**config.mk**
```make
export PLATFORM = sky130hd
export DESIGN_NAME = reg_file_ctx
export DESIGN_NICKNAME = d
export VERILOG_FILES = /design/src/rtl/reg_file_ctx.sv
export SDC_FILE = /design/constraint.sdc
export NUM_CORES = 1
export LEC_CHECK = 0
export CAP_MARGIN = 20
export CORE_MARGIN = 2
export CORE_UTILIZATION = 40
export DETAILED_ROUTE_END_ITERATION = 6
export SYNTH_ARGS = -nofsm -noshare
export SYNTH_HDL_FRONTEND = slang
export SYNTH_SLANG_ARGS = --single-unit
```
**constraint.sdc**
```tcl
create_clock -name clk -period 6.15 [get_ports clk]
set_clock_uncertainty 0.2 [all_clocks]
set_input_delay 0.615 -clock clk [delete_from_list [all_inputs] [get_ports clk]]
set_output_delay 0.615 -clock clk [all_outputs]
set_load 0.05 [all_outputs]
```
**src/rtl/reg_file_ctx.sv**
```systemverilog
// Parametrised register file with two combinational read ports, an accumulator tap (R0)
// and a context engine that spills/fills every register over valid/ready handshakes.
//
// state | meaning
// IDLE  | normal register-file operation, writes accepted
// SPILL | streaming core[index] out on sp_*, index advances on sp_valid && sp_ready
// FILL  | requesting core[index] on fl_*, index advances on fl_valid
module reg_file_ctx #(
    parameter int W      = 8,
    parameter int PW     = 4,
    parameter bit BYPASS = 1'b1
) (
    input  logic          clk,
    input  logic          rst_n,
    input  logic [W-1:0]  dat_in,
    input  logic          wr_en,
    input  logic [PW-1:0] wr_addr,
    input  logic [PW-1:0] rd_addrA,
    input  logic [PW-1:0] rd_addrB,
    output logic [W-1:0]  datA_out,
    output logic [W-1:0]  datB_out,
    output logic [W-1:0]  acc_out,
    input  logic          spill_start,
    input  logic          fill_start,
    output logic          sp_valid,
    input  logic          sp_ready,
    output logic [PW-1:0] sp_addr,
    output logic [W-1:0]  sp_data,
    output logic          fl_req,
    output logic [PW-1:0] fl_addr,
    input  logic          fl_valid,
    input  logic [W-1:0]  fl_data,
    output logic          busy,
    output logic          done
);
    localparam int D = 1 << PW;
    localparam logic [PW:0] LAST = (PW+1)'(D - 1);
    localparam logic [PW:0] ONE  = (PW+1)'(1);

    typedef enum logic [1:0] {IDLE, SPILL, FILL} state_t;

    state_t        state;
    logic [PW:0]   idx;
    logic [W-1:0]  core [D];
    logic [PW-1:0] idx_lo;
    logic          wr_eff;
    logic          idx_last;

    assign idx_lo   = idx[PW-1:0];
    assign wr_eff   = wr_en && (state == IDLE);
    assign idx_last = (idx == LAST);

    // Bypass only covers host writes; fill writes become visible the following cycle.
    assign datA_out = (rd_addrA == '0) ? '0 :
                      (BYPASS && wr_eff && (wr_addr == rd_addrA)) ? dat_in : core[rd_addrA];
    assign datB_out = (rd_addrB == '0) ? '0 :
                      (BYPASS && wr_eff && (wr_addr == rd_addrB)) ? dat_in : core[rd_addrB];
    assign acc_out  = core[0];

    assign sp_addr = idx_lo;
    assign sp_data = core[idx_lo];
    assign fl_addr = idx_lo;
    assign busy    = sp_valid | fl_req;

    always_ff @(posedge clk or negedge rst_n) begin
        if (!rst_n) begin
            for (int i = 0; i < D; i++) core[i] <= '0;
            state    <= IDLE;
            idx      <= '0;
            sp_valid <= 1'b0;
            fl_req   <= 1'b0;
            done     <= 1'b0;
        end else begin
            done <= 1'b0;
            case (state)
                IDLE: begin
                    if (wr_en) core[wr_addr] <= dat_in;
                    if (spill_start) begin
                        state    <= SPILL;
                        idx      <= '0;
                        sp_valid <= 1'b1;
                    end else if (fill_start) begin
                        state  <= FILL;
                        idx    <= '0;
                        fl_req <= 1'b1;
                    end
                end
                SPILL: begin
                    if (sp_ready) begin
                        if (idx_last) begin
                            state    <= IDLE;
                            idx      <= '0;
                            sp_valid <= 1'b0;
                            done     <= 1'b1;
                        end else begin
                            idx <= idx + ONE;
                        end
                    end
                end
                FILL: begin
                    if (fl_valid) begin
                        core[idx_lo] <= fl_data;
                        if (idx_last) begin
                            state  <= IDLE;
                            idx    <= '0;
                            fl_req <= 1'b0;
                            done   <= 1'b1;
                        end else begin
                            idx <= idx + ONE;
                        end
                    end
                end
                default: begin
                    state    <= IDLE;
                    idx      <= '0;
                    sp_valid <= 1'b0;
                    fl_req   <= 1'b0;
                end
            endcase
        end
    end
endmodule

```
==> qor.yml, run 1 <==
crit_arrival_ps: 3970
p_per_area_mw_per_mm2: 328
track_usage: 0.284
outcome: "completed"
p_comb_frac: 0.412
clkPwrFrac: 0.268
start_util: 0.409
wirelength_mm: 37.6
vdd_drop_max_mv: 0.222
viasPerCell: 6.89
dp_hpwl_mm: 26.7
p_sw_frac: 0.442
clock_latency_ps: 440
grt_pass1_wl_mm: 56.0
cp_common_cell: "clkdlybuf4s50_1"
ant_nets: 0
die_w_um: 165
cts_setup_buffers: 0
worst_pin_slew_ps: 1040
first_iter_violations: 1201
synth-seq-cells: 138
intPower_mw: 2.12
clk_path_buf_depth: 2
setup_viol: 0
path_cells: "clkdlybuf4s50_1 -> buf_4 -> or3b_2 -> o22ai_1 -> a211oi_1 -> a31oi_1 -> clkdlybuf4s50_1"
final_cells: 1251
grt_pass1_vias: 8276
syn_area_mm2: 0.0103
hp-class: "in2async"
tns_ps: 0
cellLeakagePower_nw: 4.64
cp-start-kind: "input port"
power.total_mw: 3.80
numCtsBuffers: 17
wl_per_cell_um: 30.0
cap_viol_max_count: 0
cts_tree: "built"
die_h_um: 165
crit_required_ps: 5330
rsz0062_at_grt: "false"
netlist_instances: 908
design_area_mm2: 0.0116
drc: 0
via_count: 8619
ys_types: 45
cts-resized-gates: 0
switchingPower_mw: 1.68
drt_first_pass_iters: 5
antenna_found_initial: 0
core_mm2: 0.0253
layout_min_cycle_time_ps: 4780
period_share: 0.778
grt-ovfl-total: 0
drive_above_1_share: 0.307
nNetsFinal: 950
place_area_mm2: 0.0110
clkTransAtPathRegs_ps: 70
multiInputGateArea_mm2: 0.00629
cts_root_buf: "clkbuf_16"
gp_congestion: 0.960
cp_slowest_stage_delay_ps: 850
seq_area_mm2: 0.00346
syn_avg_cell_area_um2: 11.4
crit_path_max_fanout: 14
cts_hold_buf: 0
hold_slack_ps: 35.4
slew_headroom: 0.305
cts_sinks: 138
finalHoldViolCount: 0
pwr-share-seq: 0.320
die_area_mm2: 0.0271
drv_slew: 0
crit_path_end_kind: "output pin"
filler_cell_count: 2373
placedCellCount: 1219
htreeDepth: 4
row_count: 58
timing.fmax_mhz: 209
io_pins: 79
syn-num-nets: 950
grt_start_max_net_pins: 87
area_delta_synth_final_pct: 12.2
n_antenna_cell: 0
io_buffers: 78
seq_area_frac_synth: 0.334
yosys_warnings: 0
crit_type: "in2out"
worst_path_max_delay_cell: "clkdlybuf4s50_1"
worst max-delay path: cells and delay by family:
family          cells  cell delay [ps]
buf+inv             3             2050
compound gates      3              690
simple gates        1              610
state kept, by name, summed over array words and instances (netlist names):
register  count
fl_req        1
sp_valid      1
done          1
idx           5
acc_out       8
state         2
core        120
synth_stat cells (all sizes together):
cell type,instances,share of area
a211oi,16,0.012
a21o,1,0.00073
a21oi,6,0.0033
a22o,2,0.0017
a31oi,16,0.0097
buf,77,0.044
clkbuf,31,0.011
clkinv,1,0.00036
dfrtp,138,0.33
ha,7,0.0085
inv,6,0.0022
mux2,130,0.14
mux2i,68,0.066
mux4,72,0.16
nand2,20,0.0073
nand2b,4,0.0024
nand3,23,0.011
nand3b,10,0.0073
nand4,1,0.00061
nand4b,4,0.0034
nand4bb,6,0.0065
nor2,36,0.015
nor2b,3,0.0018
nor3b,1,0.00073
nor4b,1,0.00085
o21a,5,0.0036
o21ai,15,0.012
o221ai,1,0.0015
o22ai,160,0.097
o31ai,18,0.013
or2,6,0.0036
or3,2,0.0012
or3b,8,0.0068
or4,1,0.00073
or4b,4,0.0042
xnor2,8,0.0068
stage by stage:
stage	utilization	setup slack, ps
global route	0.459	1350
global placement	0.437	1480
detailed placement	0.437	1490
floorplan	-	2800
CTS	0.459	1470
finish	0.459	1370
metal layers:
metal / track usage / up-vias / part of all wire
li1: - / 3600 / -
met1: 0.418 / 4434 / 0.44
met2: 0.423 / 523 / 0.45
met3: 0.0457 / 62 / 0.089
met4: 0.0988 / 0 / 0.024
met5: 0 / - / 0
power groups by stage:
stage               Clock (mW)  Sequential [mW]  Combinational (mW)
finish                    1.02             1.22                1.57
global route              1.06             1.23                1.63
CTS                       1.02             1.21                1.54
detailed placement           0             1.23                1.54
global placement             0             1.22                1.53
floorplan                    0             1.12                1.15
final cells by class:
cell class | instances | area share
clock buffer | 18 | 0.0379
sequential | 138 | 0.298
tap | 330 | 0.0356
clock inverter | 14 | 0.0112
inverter | 7 | 0.00227
multi-input combinational | 655 | 0.542
timing repair buffer | 89 | 0.0728
worst paths after layout:
check	from	end	slack [ps]	cells past startpoint
setup / recovery	rd_addrB[2]	datB_out[1]	1370	7
hold / removal	rst_n	core[2]	40	1
setup reg to reg	idx[0]	core[112]	2520	6
hold reg to reg	idx[4]	done	320	1
max in group asynchronous	rst_n	core[86]	4360	2
min in group clk	idx[4]	done	320	1
cell families after synthesis:
kind of cell,synth area share
AOI/OAI and AO/OA,0.154
xor gates and xnor gates,0.00678
adders and majority gates,0.00848
buffers and inverters,0.0580
DFF,0.334
muxes,0.365
and+or+nand+nor,0.0735
cell usage in the layout (no fill, tap or decap), types with 3 or more instances in the layout:
cell type,netlist,routed
a211oi_1,16,16
a21oi_1,5,5
a31oi_1,16,16
buf_2,38,4
buf_4,28,11
clkbuf_16,0,17
clkdlybuf4s50_1,0,73
clkinv_4,0,4
dfrtp_1,138,136
ha_1,7,7
inv_1,6,6
inv_6,0,6
mux2_2,130,130
mux2i_1,68,68
mux4_2,72,72
nand2_1,20,20
nand2b_1,4,4
nand3_1,23,23
nand3b_1,10,10
nand4b_1,4,4
nand4bb_1,6,6
nor2_1,34,34
nor2b_1,3,3
o21a_1,5,5
o21ai_0,3,3
o21ai_2,11,11
o22ai_1,160,160
o31ai_1,18,18
or2_2,6,6
or3b_2,8,8
or4b_1,3,3
xnor2_1,8,8
Power figures use the tool's default switching activity.
==> run 2, diff against run 1 <==
Clock period 6.15 ns to 4.9 ns, I/O delays scaled along.
==> run 2 against run 1 <==
  * The flow now finishes with violations (hold timing)
  * Non-clock buffer count rose by 18
  * Clock-buffer cell count did not move
  * Core utilization rose by 0.59 points
  * Global-route usage rose by 0.26 points
  * Sequential power rose by 24%
  * Cell area rose by 1.3%
  * Routed wire length rose by 0.34%
  * Power rose by 27%
  * Register-to-register slack got worse by 1000 ps
  * Critical path type unchanged
  * Critical endpoint is now datB_out[7]
  * Largest power group unchanged
==> qor.yml, run 2 (synthesis gave the netlist of run 1 again) <==
violations: "hold timing"
antenna_found_initial: 0  # unchanged
clkTransAtPathRegs_ps: 70  # about the same
crit_required_ps: 4210  # -1120 ps
die_w_um: 165  # unchanged
rr_worst_depth: 5  # -1
hold_slack_ps: -60.3  # -95.7 ps
place_worst_setup_slack_ps: 824  # -663 ps
crit_path_end_kind: "output pin"
tns_ps: 0  # unchanged
grt_pass1_vias: 8351  # +0.91%
n_antenna_cell: 0  # unchanged
nNetsFinal: 968  # +1.9%
setup_viol: 0  # unchanged
crit_arrival_ps: 3450  # -520 ps
grt_start_max_net_pins: 107  # +23%
rsz0062_at_grt: "false"
hp-class: "in2async"
drc: 0  # unchanged
regToRegEndpoint: "core[99]"
via_count: 8739  # +1.4%
p_per_area_mw_per_mm2: 413  # +26%
numCtsBuffers: 17  # unchanged
cts_tree: "built"
drive_above_1_share: 0.327  # +0.0197
drt_first_pass_iters: 5  # unchanged
final_cells: 1269  # +1.4%
regToRegStartpoint: "idx[1]"
start_util: 0.409  # unchanged
die_area_mm2: 0.0271  # unchanged
ant_nets: 0  # unchanged
r2r_slack_ps: 1490  # -1030 ps
vdd_drop_max_mv: 0.334  # +51%
worst_pin_slew_ps: 1050  # +6.67 ps
io_pins: 79  # unchanged
area_delta_synth_final_pct: 13.7
largest_reg_flops: 120  # unchanged
timing.fmax_mhz: 241
layout_common_cells: "160 x o22ai_1, 136 x dfrtp_1, 130 x mux2_2"
cap_viol_max_count: 0  # unchanged
viasPerCell: 6.89  # about the same
drv_slew: 0  # unchanged
core_mm2: 0.0253  # unchanged
cellLeakagePower_nw: 4.75  # +2.4%
mostFrequentLayoutCell: "o22ai_1"
crit_type: "in2out"
cts_sinks: 138  # unchanged
dp_hpwl_mm: 27.8  # +4.2%
track_usage: 0.287  # +0.00257
grt-ovfl-total: 0  # unchanged
slew_headroom: 0.300  # -0.00444
gp_congestion: 1.01  # +5.1%
crit_path_max_fanout: 14  # unchanged
first_iter_violations: 1142  # -4.9%
wirelength_mm: 37.7  # +0.34%
period_share: 0.845
cp-start-kind: "input port"
grt_pass1_wl_mm: 56.5  # +0.86%
cts-resized-gates: 0  # unchanged
cts_setup_buffers: 0  # unchanged
row_count: 58  # unchanged
outcome: "finished, violations left"
cts_root_buf: "clkbuf_16"
clk_path_buf_depth: 2  # unchanged
timing.final.ws_setup_ps: 757  # -609 ps
finalHoldViolCount: 14  # +14
clock_latency_ps: 440  # about the same
wl_per_cell_um: 29.7  # -1.1%
placedCellCount: 1236  # +1.4%
largest_register: "core"
die_h_um: 165  # unchanged
cts_hold_buf: 0  # unchanged
io_buffers: 78  # unchanged
layout_min_cycle_time_ps: 4140
htreeDepth: 4  # unchanged
run 2: cell types whose count changed in the layout (fill, tap and decap cells not counted), sizes merged:
cell and change:
bufinv +1, buf +25, inv +3, clkinv -4, clkdlybuf4s50 -7
run 2: metal layers:
metal	track usage	part of all wire	up-vias
met5	0	0	-
met4	0.0700	0.017	0
met3	0.0487	0.10	50
met2	0.437	0.45	562
met1	0.425	0.43	4468
li1	-	-	3659
run 2: critical path: stages:
cell             delay (ps)
clkdlybuf4s50_1         710
or3b_2                  700
o22ai_1                 220
a211oi_1                 70
a31oi_1                 390
clkdlybuf4s50_1         880
run 2: report_power, final:
part           total (mW)  switching [mW]  internal [mW]
Combinational        2.03            1.29          0.736
Sequential           1.51           0.239           1.27
Clock                1.31           0.588          0.719
run 2: how the worst max path moves through the flow:
stage	to	slack [ps]	from
after floorplan	datA_out[5]	1800	rd_addrA[2]
after global placement	datB_out[3]	810	rd_addrB[3]
after detailed placement	datB_out[3]	820	rd_addrB[3]
after CTS	sp_data[7]	800	idx[0]
after global routing	datB_out[7]	680	rd_addrB[3]
final	datB_out[7]	760	rd_addrB[3]
run 2: stage by stage:
stage	hold WS [ps]	power [mW]	area, um2	util
after detailed placement	303	3.51	11100	0.441
after global placement	303	3.51	11100	0.441
after CTS	30.8	4.82	11700	0.464
final	-60.3	4.85	11700	0.465
after floorplan	-5.59	2.85	10300	-
after global routing	36.5	5.02	11700	0.465
run 2: final cells by class:
| class | instances | area [um2] |
|---|---|---|
| flip-flops and latches | 138 | 3460 |
| fillers | 2324 | 13500 |
| clock buffers | 18 | 429 |
| repair buffers | 107 | 995 |
| multi-input cells | 655 | 6280 |
| inverters | 7 | 26.3 |
| clock inverters | 14 | 146 |
| well taps | 330 | 413 |
